==> src/rtl/host_ctrl_pkg.sv <==
// Command bytes and controller state encoding shared by the host step controller.
// ST_ACK only exists when HOST_STEP_ACK_EN is defined.
package host_ctrl_pkg;

    localparam logic [7:0] CMD_RST   = 8'h52;
    localparam logic [7:0] CMD_STEP  = 8'h53;
    localparam logic [7:0] CMD_NSTEP = 8'h4E;
    localparam logic [7:0] CMD_GO    = 8'h47;
    localparam logic [7:0] CMD_HALT  = 8'h48;

    typedef enum logic [2:0] {
        ST_IDLE,
        ST_ARG,
        ST_RST,
        ST_HIGH,
        ST_LOW
`ifdef HOST_STEP_ACK_EN
        , ST_ACK
`endif
    } state_e;

endpackage

==> src/rtl/host_phase_timer.sv <==
// Loadable down-counter timing the reset, sclk-high and sclk-low phases.
// Latency: done_o is high in the Nth cycle after loading N-1.
// Backpressure: none; a load always wins over counting.
module host_phase_timer #(
    parameter int W = 3
) (
    input  logic         clk,
    input  logic         resetn,
    input  logic         load_i,
    input  logic [W-1:0] load_val_i,
    output logic         done_o
);

    logic [W-1:0] cnt_q, cnt_d;

    always_comb begin
        cnt_d = cnt_q;
        if (load_i) begin
            cnt_d = load_val_i;
        end else if (cnt_q != '0) begin
            cnt_d = cnt_q - W'(1);
        end
    end

    always_ff @(posedge clk or negedge resetn) begin
        if (!resetn) begin
            cnt_q <= '0;
        end else begin
            cnt_q <= cnt_d;
        end
    end

    assign done_o = (cnt_q == '0);

endmodule

==> src/rtl/host_step_ctrl.sv <==
// Decodes host command bytes into a soft reset and a manual CPU clock (single/N-step, free-run, halt).
// Latency: outputs change the cycle after the command strobe; HOST_STEP_ACK_EN adds a completion byte.
// Backpressure: none on rx; with HOST_STEP_ACK_EN the ACK state holds until ack_ready.
module host_step_ctrl
    import host_ctrl_pkg::*;
#(
    parameter int SCLK_HALF  = 4,
    parameter int RST_CYCLES = 16
) (
    input  logic       clk,
    input  logic       resetn,
    input  logic       rx_done,
    input  logic [7:0] rx_data,
`ifdef HOST_STEP_ACK_EN
    output logic       ack_valid,
    output logic [7:0] ack_data,
    input  logic       ack_ready,
`endif
    output logic       sresetn,
    output logic       sclk,
    output logic       busy,
    output logic       running,
    output logic [7:0] steps_left
);

    localparam int TMAX = (SCLK_HALF > RST_CYCLES) ? SCLK_HALF : RST_CYCLES;
    localparam int TW   = $clog2(TMAX + 1);
    localparam logic [TW-1:0] HALF_LD = TW'(SCLK_HALF - 1);
    localparam logic [TW-1:0] RST_LD  = TW'(RST_CYCLES - 1);

    state_e     state_q, state_d;
    logic       sclk_q, sclk_d;
    logic       sresetn_q, sresetn_d;
    logic       running_q, running_d;
    logic       halt_q, halt_d;
    logic [7:0] steps_q, steps_d;
    logic [7:0] cmd_q, cmd_d;
    logic       tmr_load, tmr_done;
    logic [TW-1:0] tmr_val;
    logic       complete, enter_rst;
    logic [7:0] done_byte;
    logic       is_rst, is_halt;

    assign is_rst  = rx_done && (rx_data == CMD_RST);
    assign is_halt = rx_done && (rx_data == CMD_HALT);

    host_phase_timer #(.W(TW)) u_timer (
        .clk        (clk),
        .resetn     (resetn),
        .load_i     (tmr_load),
        .load_val_i (tmr_val),
        .done_o     (tmr_done)
    );

    always_comb begin
        state_d   = state_q;
        sclk_d    = sclk_q;
        sresetn_d = sresetn_q;
        running_d = running_q;
        halt_d    = halt_q;
        steps_d   = steps_q;
        cmd_d     = cmd_q;
        tmr_load  = 1'b0;
        tmr_val   = HALF_LD;
        complete  = 1'b0;
        enter_rst = 1'b0;
        done_byte = cmd_q;
        case (state_q)
            ST_IDLE: begin
                if (rx_done) begin
                    case (rx_data)
                        CMD_RST:   enter_rst = 1'b1;
                        CMD_STEP: begin
                            state_d  = ST_HIGH;
                            sclk_d   = 1'b1;
                            steps_d  = 8'd1;
                            tmr_load = 1'b1;
                            cmd_d    = CMD_STEP;
                        end
                        CMD_NSTEP: begin
                            state_d = ST_ARG;
                            cmd_d   = CMD_NSTEP;
                        end
                        CMD_GO: begin
                            state_d   = ST_HIGH;
                            sclk_d    = 1'b1;
                            running_d = 1'b1;
                            tmr_load  = 1'b1;
                            cmd_d     = CMD_GO;
                        end
                        default: ;
                    endcase
                end
            end
            ST_ARG: begin
                if (is_rst) begin
                    enter_rst = 1'b1;
                end else if (rx_done) begin
                    if (rx_data == 8'd0) begin
                        complete = 1'b1;
                    end else begin
                        steps_d  = rx_data;
                        state_d  = ST_HIGH;
                        sclk_d   = 1'b1;
                        tmr_load = 1'b1;
                    end
                end
            end
            ST_RST: begin
                if (tmr_done) begin
                    sresetn_d = 1'b1;
                    complete  = 1'b1;
                end
            end
            ST_HIGH: begin
                if (is_rst) begin
                    enter_rst = 1'b1;
                end else begin
                    if (is_halt) halt_d = 1'b1;
                    if (tmr_done) begin
                        state_d  = ST_LOW;
                        sclk_d   = 1'b0;
                        tmr_load = 1'b1;
                    end
                end
            end
            ST_LOW: begin
                if (is_rst) begin
                    enter_rst = 1'b1;
                end else if (tmr_done) begin
                    // A halt arriving on the last LOW cycle still stops at this boundary.
                    if (halt_q || is_halt) begin
                        running_d = 1'b0;
                        steps_d   = 8'd0;
                        halt_d    = 1'b0;
                        complete  = 1'b1;
                        done_byte = CMD_HALT;
                    end else if (!running_q && steps_q == 8'd1) begin
                        steps_d  = 8'd0;
                        complete = 1'b1;
                    end else begin
                        if (!running_q) steps_d = steps_q - 8'd1;
                        state_d  = ST_HIGH;
                        sclk_d   = 1'b1;
                        tmr_load = 1'b1;
                    end
                end else if (is_halt) begin
                    halt_d = 1'b1;
                end
            end
`ifdef HOST_STEP_ACK_EN
            ST_ACK: begin
                if (ack_ready) state_d = ST_IDLE;
            end
`endif
            default: state_d = ST_IDLE;
        endcase

        // Abort and fresh reset share one path; the aborted command never reports completion.
        if (enter_rst) begin
            state_d   = ST_RST;
            sclk_d    = 1'b0;
            sresetn_d = 1'b0;
            running_d = 1'b0;
            steps_d   = 8'd0;
            halt_d    = 1'b0;
            cmd_d     = CMD_RST;
            tmr_load  = 1'b1;
            tmr_val   = RST_LD;
        end

        if (complete) begin
`ifdef HOST_STEP_ACK_EN
            state_d = ST_ACK;
`else
            state_d = ST_IDLE;
`endif
        end
    end

    always_ff @(posedge clk or negedge resetn) begin
        if (!resetn) begin
            state_q   <= ST_IDLE;
            sclk_q    <= 1'b0;
            sresetn_q <= 1'b1;
            running_q <= 1'b0;
            halt_q    <= 1'b0;
            steps_q   <= 8'd0;
            cmd_q     <= 8'd0;
        end else begin
            state_q   <= state_d;
            sclk_q    <= sclk_d;
            sresetn_q <= sresetn_d;
            running_q <= running_d;
            halt_q    <= halt_d;
            steps_q   <= steps_d;
            cmd_q     <= cmd_d;
        end
    end

`ifdef HOST_STEP_ACK_EN
    logic [7:0] ack_data_q;

    always_ff @(posedge clk or negedge resetn) begin
        if (!resetn) begin
            ack_data_q <= 8'd0;
        end else if (complete) begin
            ack_data_q <= done_byte;
        end
    end

    assign ack_valid = (state_q == ST_ACK);
    assign ack_data  = ack_data_q;
`else
    logic unused_done_byte;
    assign unused_done_byte = ^done_byte;
`endif

    assign sclk       = sclk_q;
    assign sresetn    = sresetn_q;
    assign busy       = (state_q != ST_IDLE);
    assign running    = running_q;
    assign steps_left = steps_q;

endmodule
==> config.mk <==
export PLATFORM = sky130hd
export DESIGN_NAME = host_step_ctrl
export DESIGN_NICKNAME = d
export VERILOG_FILES = /design/src/rtl/host_ctrl_pkg.sv /design/src/rtl/host_phase_timer.sv /design/src/rtl/host_step_ctrl.sv
export SDC_FILE = /design/constraint.sdc
export NUM_CORES = 1
export LEC_CHECK = 0
export CORE_MARGIN = 5
export CORE_UTILIZATION = 35
export DETAILED_ROUTE_END_ITERATION = 6
export PLACE_DENSITY_LB_ADDON = 0.12
export SKIP_CTS_REPAIR_TIMING = 1
export SYNTH_ARGS = -nofsm -noshare
export SYNTH_HDL_FRONTEND = slang
export SYNTH_SLANG_ARGS = --single-unit
==> constraint.sdc <==
create_clock -name clk -period 1.9 [get_ports clk]
set_input_delay 0.57 -clock clk [delete_from_list [all_inputs] [get_ports clk]]
set_output_delay 0.57 -clock clk [all_outputs]
set_load 0.01 [all_outputs]
# ---- Word level (Yosys, flattened, before mapping)
# Index checks and enable logic that the tools add are counted.
dict set report word_totals {
  regBits 20
  elab_cells 155
  output_inout_bits 12
  inputBits 11
}
dict set report classes {
  n_addsub 2
  reduce_logical 25
  n_mux 83
  eq_ne 38
}
# op n
set ops {}
lappend ops {{$mux 8} 11}
lappend ops {{$mux 1} 48}
lappend ops {{$ne 4x4->1 const B} 11}
lappend ops {{$eq 8x7->1 const B} 5}
lappend ops {{$ne 3x3->1 const B} 13}
lappend ops {{$mux 3} 12}
lappend ops {{$pmux 8 s3} 1}
lappend ops {{$reduce_and 12->1} 2}
lappend ops {{$pmux 3 s5} 1}
lappend ops {{$mux 5} 2}
lappend ops {{$reduce_bool 5->1} 2}
lappend ops {{$reduce_and 9->1} 1}
lappend ops {{$reduce_bool 3->1} 3}
lappend ops {{$eq 8x1->1 const B} 1}
lappend ops {{$logic_not 8->1} 1}
lappend ops {{$pmux 1 s4} 2}
lappend ops {{$sub 8x1->8 const B} 1}
lappend ops {{$eq 3x2->1 const B} 2}
lappend ops {{$ne 3x2->1 const B} 2}
lappend ops {{$pmux 1 s2} 3}
lappend ops {{$pmux 3 s2} 1}
lappend ops {{$reduce_and 6->1} 1}
lappend ops {{$reduce_bool 2->1} 3}
lappend ops {{$logic_not 5->1} 1}
lappend ops {{other kinds (16)} 18}

# ---- Logic depth before layout (Yosys ltp)
# Gate-level depths: netlist of the first run.
dict set report depth {
  word_depth 9
  depth_mapped 8
  ltp_nobuf 8
}

# ---- Modules after synthesis
# From an unflattened synthesis of the first run, not the netlist that was laid out.
dict set report hier_totals {
  cells_unflattened 186
  hier_area_um2 1715.4
}
# module instances cells_each seq_area_each_um2 area_per_inst_um2
set by_module_without_submodules {}
lappend by_module_without_submodules {host_step_ctrl 1 159 376.6 1436.4}
lappend by_module_without_submodules {host_phase_timer 1 27 125.1 279.0}

# ---- Worst setup path after synthesis of the first run
# OpenSTA, ideal clock, no wires.
dict set report synth_timing {
  path_type {input to register}
  from {input port rx_data[0]}
  to {register sclk_q (netlist: sclk)}
  stages 6
  n_path_buf 1
  t_required_ps 1772
  arrival_ps 1989
  setup_slack_ps -216
  cell_sequence {buf_6 > nor4_4 > a31oi_1 > and3_1 > a211oi_2 > mux2_1}
}
dict set report synth_between {
  elab_chain_len 6
}
# element line_no
set synth_lines {}
lappend synth_lines {{start: declaration} host_step_ctrl.sv:13} ;# input logic [7:0] rx_data,
lappend synth_lines {{$eq 8x7->1} {host_step_ctrl.sv:44, host_step_ctrl.sv:71}}
lappend synth_lines {{$mux 1 or $logic_and 1x1->1 (tied branches)} {host_step_ctrl.sv:71, host_step_ctrl.sv:44}}
lappend synth_lines {{$mux 1 (on tied branches)} --}
lappend synth_lines {{$pmux 1 s2} host_step_ctrl.sv:68} ;# case (state_q)
lappend synth_lines {{$ne 3x3->1 (no line) or $reduce_bool 5->1 (tied branches)} --}
lappend synth_lines {{$reduce_and 12->1 (no line)} --}
lappend synth_lines {{end signal: assignment} host_step_ctrl.sv:192} ;# sclk_q <= sclk_d;
lappend synth_lines {{end: declaration} host_step_ctrl.sv:32} ;# logic sclk_q, sclk_d;
# Parallel ways exist; a longest one is shown, timed or not.
# A chain may end at the register's enable or synchronous reset.

# ---- Final worst setup path of the first run
# Ends and elaborated chain as after synthesis.

==> results of run 1 <==
==> layout by cell type, fill, tap and decap left out, types with 6 or more instances in the layout <==
master	Yosys	routed
buf_4	1	62
nand2_1	24	20
dfrtp_1	19	19
buf_6	2	18
nor2_1	18	13
inv_1	11	9
a21oi_1	13	7
o21ai_0	9	7
clkdlybuf4s50_1	0	7
a21oi_2	0	6
==> metal layers <==
layer | vias up | routed length (um) | global-route usage (%)
li1 | 922 | - | -
met3 | 21 | 169 | 2.98
met5 | - | 0 | 0
met1 | 954 | 2500 | 22.4
met2 | 45 | 3150 | 34.3
met4 | 0 | 195 | 8.04
==> worst max-delay path by stage <==
| stage | start | to | slack (ns) | cells past startpoint |
|---|---|---|---|---|
| 2_1_floorplan | rx_data[2] | sclk | -0.14 | 6 |
| 3_3_place_gp | rx_data[7] | steps_left[6] | -0.93 | 6 |
| 3_5_place_dp | rx_data[4] | steps_left[6] | -0.98 | 6 |
| 4_1_cts | rx_data[4] | steps_left[6] | -0.70 | 6 |
| 5_1_grt | rx_data[5] | state_q[0] | -0.12 | 9 |
| 6_report | rx_data[0] | sclk | -0.06 | 7 |
==> power groups by stage <==
stage / Combinational [uW] / Sequential (uW) / Clock (uW)
3_5_place_dp: 2230 / 695 / 0
4_1_cts: 2250 / 687 / 446
2_1_floorplan: 1140 / 772 / 0
3_3_place_gp: 2200 / 685 / 0
5_1_grt: 3020 / 716 / 465
6_report: 2800 / 694 / 444
==> cells by family (layout without fill, tap and decap cells) <==
kind of cell / Yosys count / after routing / share of synthesized area, %
flip-flops: 20 / 20 / 30.6
multiplexers: 6 / 6 / 3.97
buffers and inverters: 20 / 113 / 5.87
AND/OR/NAND/NOR: 77 / 77 / 26.1
AO/OA/AOI/OAI: 63 / 64 / 27.2
adder cells (fa/ha/maj): 4 / 4 / 3.05
XOR/XNOR: 6 / 6 / 3.20
==> registers in the layout, summed over array words and instances, names as in the netlist <==
signal	count
sclk	1
state_q	3
steps_left	8
u_timer.cnt_q	5
running	1
halt_q	1
sresetn	1
==> worst max-delay path: stages <==
cell,delay (ns)
buf_6,0.11
nor4_4,0.34
buf_4,0.18
a31oi_4,0.10
and3_4,0.20
a211oi_4,0.28
mux2_4,0.32
==> metrics by stage <==
step                      instance area, um^2  hold WS [ns]  TNS [ns]  setup slack, ns  utilization [%]
after floorplan                          1720         0.274     -1.02           -0.137                -
after global placement                   2420         0.486    -14.17           -0.931             52.3
after detailed placement                 2420         0.497    -15.62           -0.979             52.3
after CTS                                2490         0.516    -10.39           -0.697             53.9
after global routing                     2920         0.536    -0.621           -0.116             63.0
final                                    2920         0.525    -0.171          -0.0554             63.0
==> area by class of cell <==
type | instances | area (um^2)
fill | 402 | 1710
multi-input combinational | 157 | 1370
timing repair buffer | 98 | 871
sequential | 20 | 502
tap | 54 | 67.6
clock buffer | 3 | 41.3
inverter | 11 | 41.3
clock inverter | 1 | 30.0
==> run_results.csv, run 1 <==
group,metric,value,unit
placed_design,dp_hpwl,4.45,mm
pwr,pwr-share-comb,71.1,%
pwr,p_leak,0.00128,uW
global_route,grt.overflow.total,0,
floorplanning,ios,23,
sta,worst_slack,-0.0554,ns
floorplanning,rows,25,
clock_tree,cts_sinks,20,
synthesis,synth_edf_count,0,
synthesis,synth_top_cell_area_share,29.0,%
pwr,switching_share,41.0,%
synthesis,yosysMostFrequentCell,"nand2_1",
setup_path,critPathRequiredTime,2.06,ns
global_route,antenna_found_initial,0,
clock_tree,htreeDepth,1,
floorplanning,initial_utilization,35.4,%
min_path,hold_path_depth,1,
setup_path,r2r_end,"sclk",
setup_path,reg2reg_setup_slack,-0.04,ns
sta,layout_min_cycle_time,1.96,ns
synthesis,avgSynthCellArea,8.37,um^2
setup_path,r2r_start,"state_q[1]",
pwr,p_switching,1620,uW
placed_design,gp_routability_congestion,0.953,
layout,layout-drive-gt1-share,51.0,%
synthesis,yosys_most_used_dff,"dfrtp_1",
synthesis,syn_nets,211,
synthesis,yosysWarnings,0,
pwr,intPower,2330,uW
synthesis,yosysSeqAreaShare,30.6,%
drt,drt_pre_antenna_iters,4,
global_route,grt_max_degree,21,
pwr,peakVddDrop,0.650,mV
layout,nNetsFinal,306,
clock_tree,numCtsBuffers,3,
status,outcome,"finished with violations",
floorplanning,dieHeight,78.5,um
layout,area_growth,77.9,%
placed_design,portBuffers,22,
drt,via_count,1942,
floorplanning,dieWidth,78.5,um
pwr,power_frac_seq,17.6,%
sta,hold_viol,0,
pwr,p_clk_share,11.3,%
sta,worst_pin_slew,0.401,ns
sta,timing.fmax,511,MHz
setup_path,cp-start-kind,"input pin",
pwr,totalPowerFinal,3940,uW
synthesis,synth_area_leaders,"dfrtp_1 (29%), nand2_1 (5.5%), nor2_1 (4.1%)",
run,cap_violations,0,
synthesis,synth-seq-cells,20,
synthesis,synthTopCellsByCount,"nand2_1 (24), dfrtp_1 (19), nor2_1 (18), a21oi_1 (13), inv_1 (11)",
synthesis,syn_inst,196,
setup_path,crit_type,"in2reg",
sta,period_share,103,%
sta,fin_worst_skew,0.00528,ns
setup_path,end_kind,"flip-flop",
setup_path,reg2regPathDepth,7,
min_path,hp-start,"sclk",
drt,wl_per_cell,17.5,um
drt,ant_nets,0,
drt,drtIter0Drc,107,
setup_path,critical_path_arrival,2.11,ns
pwr,power_density,1350,nW/um^2
status,violations,"setup timing",
synthesis,netlist_area,1640,um^2
synthesis,yosysTopAreaCell,"dfrtp_1",
clock_tree,cts_buffer_depth,2,
global_route,grt_pass1_wl,9.32,mm
floorplanning,core,4630,um^2
floorplanning,dieArea,6160,um^2
clock_tree,clkTransAtPathRegs,0.08,ns
layout,antenna_cells,0,
drt,wirelength,6.01,mm
min_path,hold_class,"reg2reg",
sta,drv_slew,0,
drt,via_per_inst,5.65,
synthesis,async_flop_share,100,%
clock_tree,clockRootBuffer,"clkbuf_8",
min_path,hold_end,"sclk",
setup_path,path_max_fanout,5,
sta,setup_viol,7,
global_route,track_usage,19.1,%
synthesis,synth_cell_type_count,55,
placed_design,place_inst,326,
sta,max-slew-margin-rel,73.0,%
clock_tree,cts_tree,"yes",
drt,drc_errors,0,
global_route,grt_pass1_vias,1971,
sta,grt_setup_unrepaired,"true",
clock_tree,clk_latency,0.27,ns
layout,final_cells,344,
Note: power is estimated with default switching activity, not from simulation.
==> inputs of run 2 (changes only) <==
--- a/config.mk
+++ b/config.mk
@@ -5,6 +5,7 @@
 export SDC_FILE = /design/constraint.sdc
 export NUM_CORES = 1
 export LEC_CHECK = 0
+export CAP_MARGIN = 20
 export CORE_MARGIN = 5
 export CORE_UTILIZATION = 35
 export DETAILED_ROUTE_END_ITERATION = 6
==> constraint.sdc (replaced) <==
create_clock -name clk -period 2.51 [get_ports clk]
set_input_delay 0.753 -clock clk [delete_from_list [all_inputs] [get_ports clk]]
set_output_delay 0.753 -clock clk [all_outputs]
set_load 0.01 [all_outputs]
==> run_results.csv, run 2 (synthesis gave the netlist of run 1 again) <==
group,metric,value,unit
sta,drv_slew,0,
floorplanning,dieWidth,78.5,um
placed_design,place_inst,302,
sta,fin_worst_skew,0.00152,ns
setup_path,max_stage_delay,0.51,ns
drt,wl_per_cell,17.4,um
layout,antenna_cells,0,
sta,worst_slack,0.0601,ns
setup_path,end_kind,"output port",
drt,drt_pre_antenna_iters,4,
setup_path,cp_num_buf_inv,1,
layout,area_growth,42.2,%
drt,drtIter0Drc,169,
clock_tree,clockRootBuffer,"clkbuf_8",
clock_tree,cts_tree,"yes",
placed_design,gp_routability_congestion,0.997,
setup_path,path_max_fanout,8,
floorplanning,ios,23,
sta,timing.fmax,408,MHz
layout,final_common_cell,"buf_4",
clock_tree,numCtsBuffers,3,
layout,nNetsFinal,268,
global_route,grt.overflow.total,0,
global_route,antenna_found_initial,0,
sta,layout_min_cycle_time,2.45,ns
floorplanning,rows,25,
sta,setup_viol,0,
floorplanning,core,4630,um^2
layout,fillCellCount,440,
drt,via_per_inst,5.76,
setup_path,cp_slowest_cell,"clkdlybuf4s50_1",
sta,tns,0,ns
pwr,peakVddDrop,0.471,mV
clock_tree,cts_sinks,20,
drt,ant_nets,0,
run,cap_violations,0,
global_route,grt_max_degree,21,
pwr,power_density,941,nW/um^2
floorplanning,dieArea,6160,um^2
setup_path,cp-start-kind,"flip-flop",
sta,hold_viol,0,
clock_tree,cts_buffer_depth,2,
pwr,p_leak,0.00103,uW
clock_tree,htreeDepth,1,
placed_design,place_ws,-0.461,ns
layout,layout-drive-gt1-share,26.2,%
global_route,grt_pass1_wl,8.71,mm
clock_tree,clk_latency,0.26,ns
setup_path,path_cells,"or3_1, clkdlybuf4s50_1",
setup_path,crit_family,"buffers and inverters",
drt,drc_errors,0,
placed_design,portBuffers,22,
layout,final_cell_area,2330,um^2
placed_design,placed_area,2170,um^2
drt,via_count,1764,
min_path,hold_class,"reg2reg",
sta,worst_pin_slew,0.541,ns
layout,final_cells,306,
setup_path,critical_path_arrival,1.70,ns
layout,largest_reg_flops,8,
setup_path,crit_type,"reg2out",
global_route,track_usage,17.6,%
sta,grt_setup_unrepaired,"false",
status,outcome,"finished clean",
floorplanning,dieHeight,78.5,um
drt,wirelength,5.32,mm
clock_tree,clkTransAtPathRegs,0.08,ns
sta,max-slew-margin-rel,63.8,%
floorplanning,initial_utilization,35.4,%
layout,final_cell_mix,"buf_4 (37), nand2_1 (24), dfrtp_1 (19)",
setup_path,critPathRequiredTime,1.76,ns
sta,period_share,97.6,%
global_route,grt_pass1_vias,1777,
layout,final_util,50.4,%
placed_design,dp_hpwl,4.10,mm
==> run 2: changes by cell type in the layout (fill, tap and decap cells not counted), sizes merged <==
cell           previous run  this run
buf                      83        39
clkdlybuf4s50             7        13
dlymetal6s2s              5         9
clkbuf                    6         4
a21o                      2         1
bufinv                    1         0
==> run 2: worst paths after layout <==
| check | startpoint | endpoint | slack [ns] | cells past startpoint |
|---|---|---|---|---|
| worst max-delay path | state_q[0] | busy | 0.06 | 2 |
| worst min-delay path | sclk | sclk | 0.51 | 1 |
| worst max register to register | state_q[0] | steps_left[1] | 0.39 | 7 |
| worst min register to register | sclk | sclk | 0.51 | 1 |
| max in group asynchronous | resetn | sresetn | 1.40 | 2 |
| min in group asynchronous | resetn | state_q[2] | 0.83 | 2 |
==> run 2: routing by layer <==
layer  routed length, um  global-route usage, %  up-vias
li1                    -                      -      846
met1                2300                   21.3      855
met5                   0                      0        -
met4                  97                   6.47        0
met2                2720                   30.8       52
met3                 198                   3.33       11
==> run 2: per-stage QoR <==
| stage | hold WS [ns] | total power [uW] |
|---|---|---|
| 2_1_floorplan | 0.457 | 1390 |
| 3_3_place_gp | 0.494 | 1870 |
| 3_5_place_dp | 0.504 | 1890 |
| 4_1_cts | 0.522 | 2160 |
| 5_1_grt | 0.550 | 2360 |
| 6_report | 0.513 | 2190 |
==> run 2: cell type report <==
type | count | area [um^2] | area share [%]
sequential | 20 | 502 | 21.5
inverter | 11 | 41.3 | 1.77
clock buffer | 4 | 55.1 | 2.36
timing repair buffer | 61 | 543 | 23.3
tap | 54 | 67.6 | 2.90
multi-input combinational | 156 | 1120 | 48.2
==> run 2: where the power goes <==
| part | total, uW | switching (uW) | internal, uW |
|---|---|---|---|
| Clock | 256 | 116 | 140 |
| Sequential | 594 | 148 | 446 |
| Combinational | 1340 | 710 | 634 |
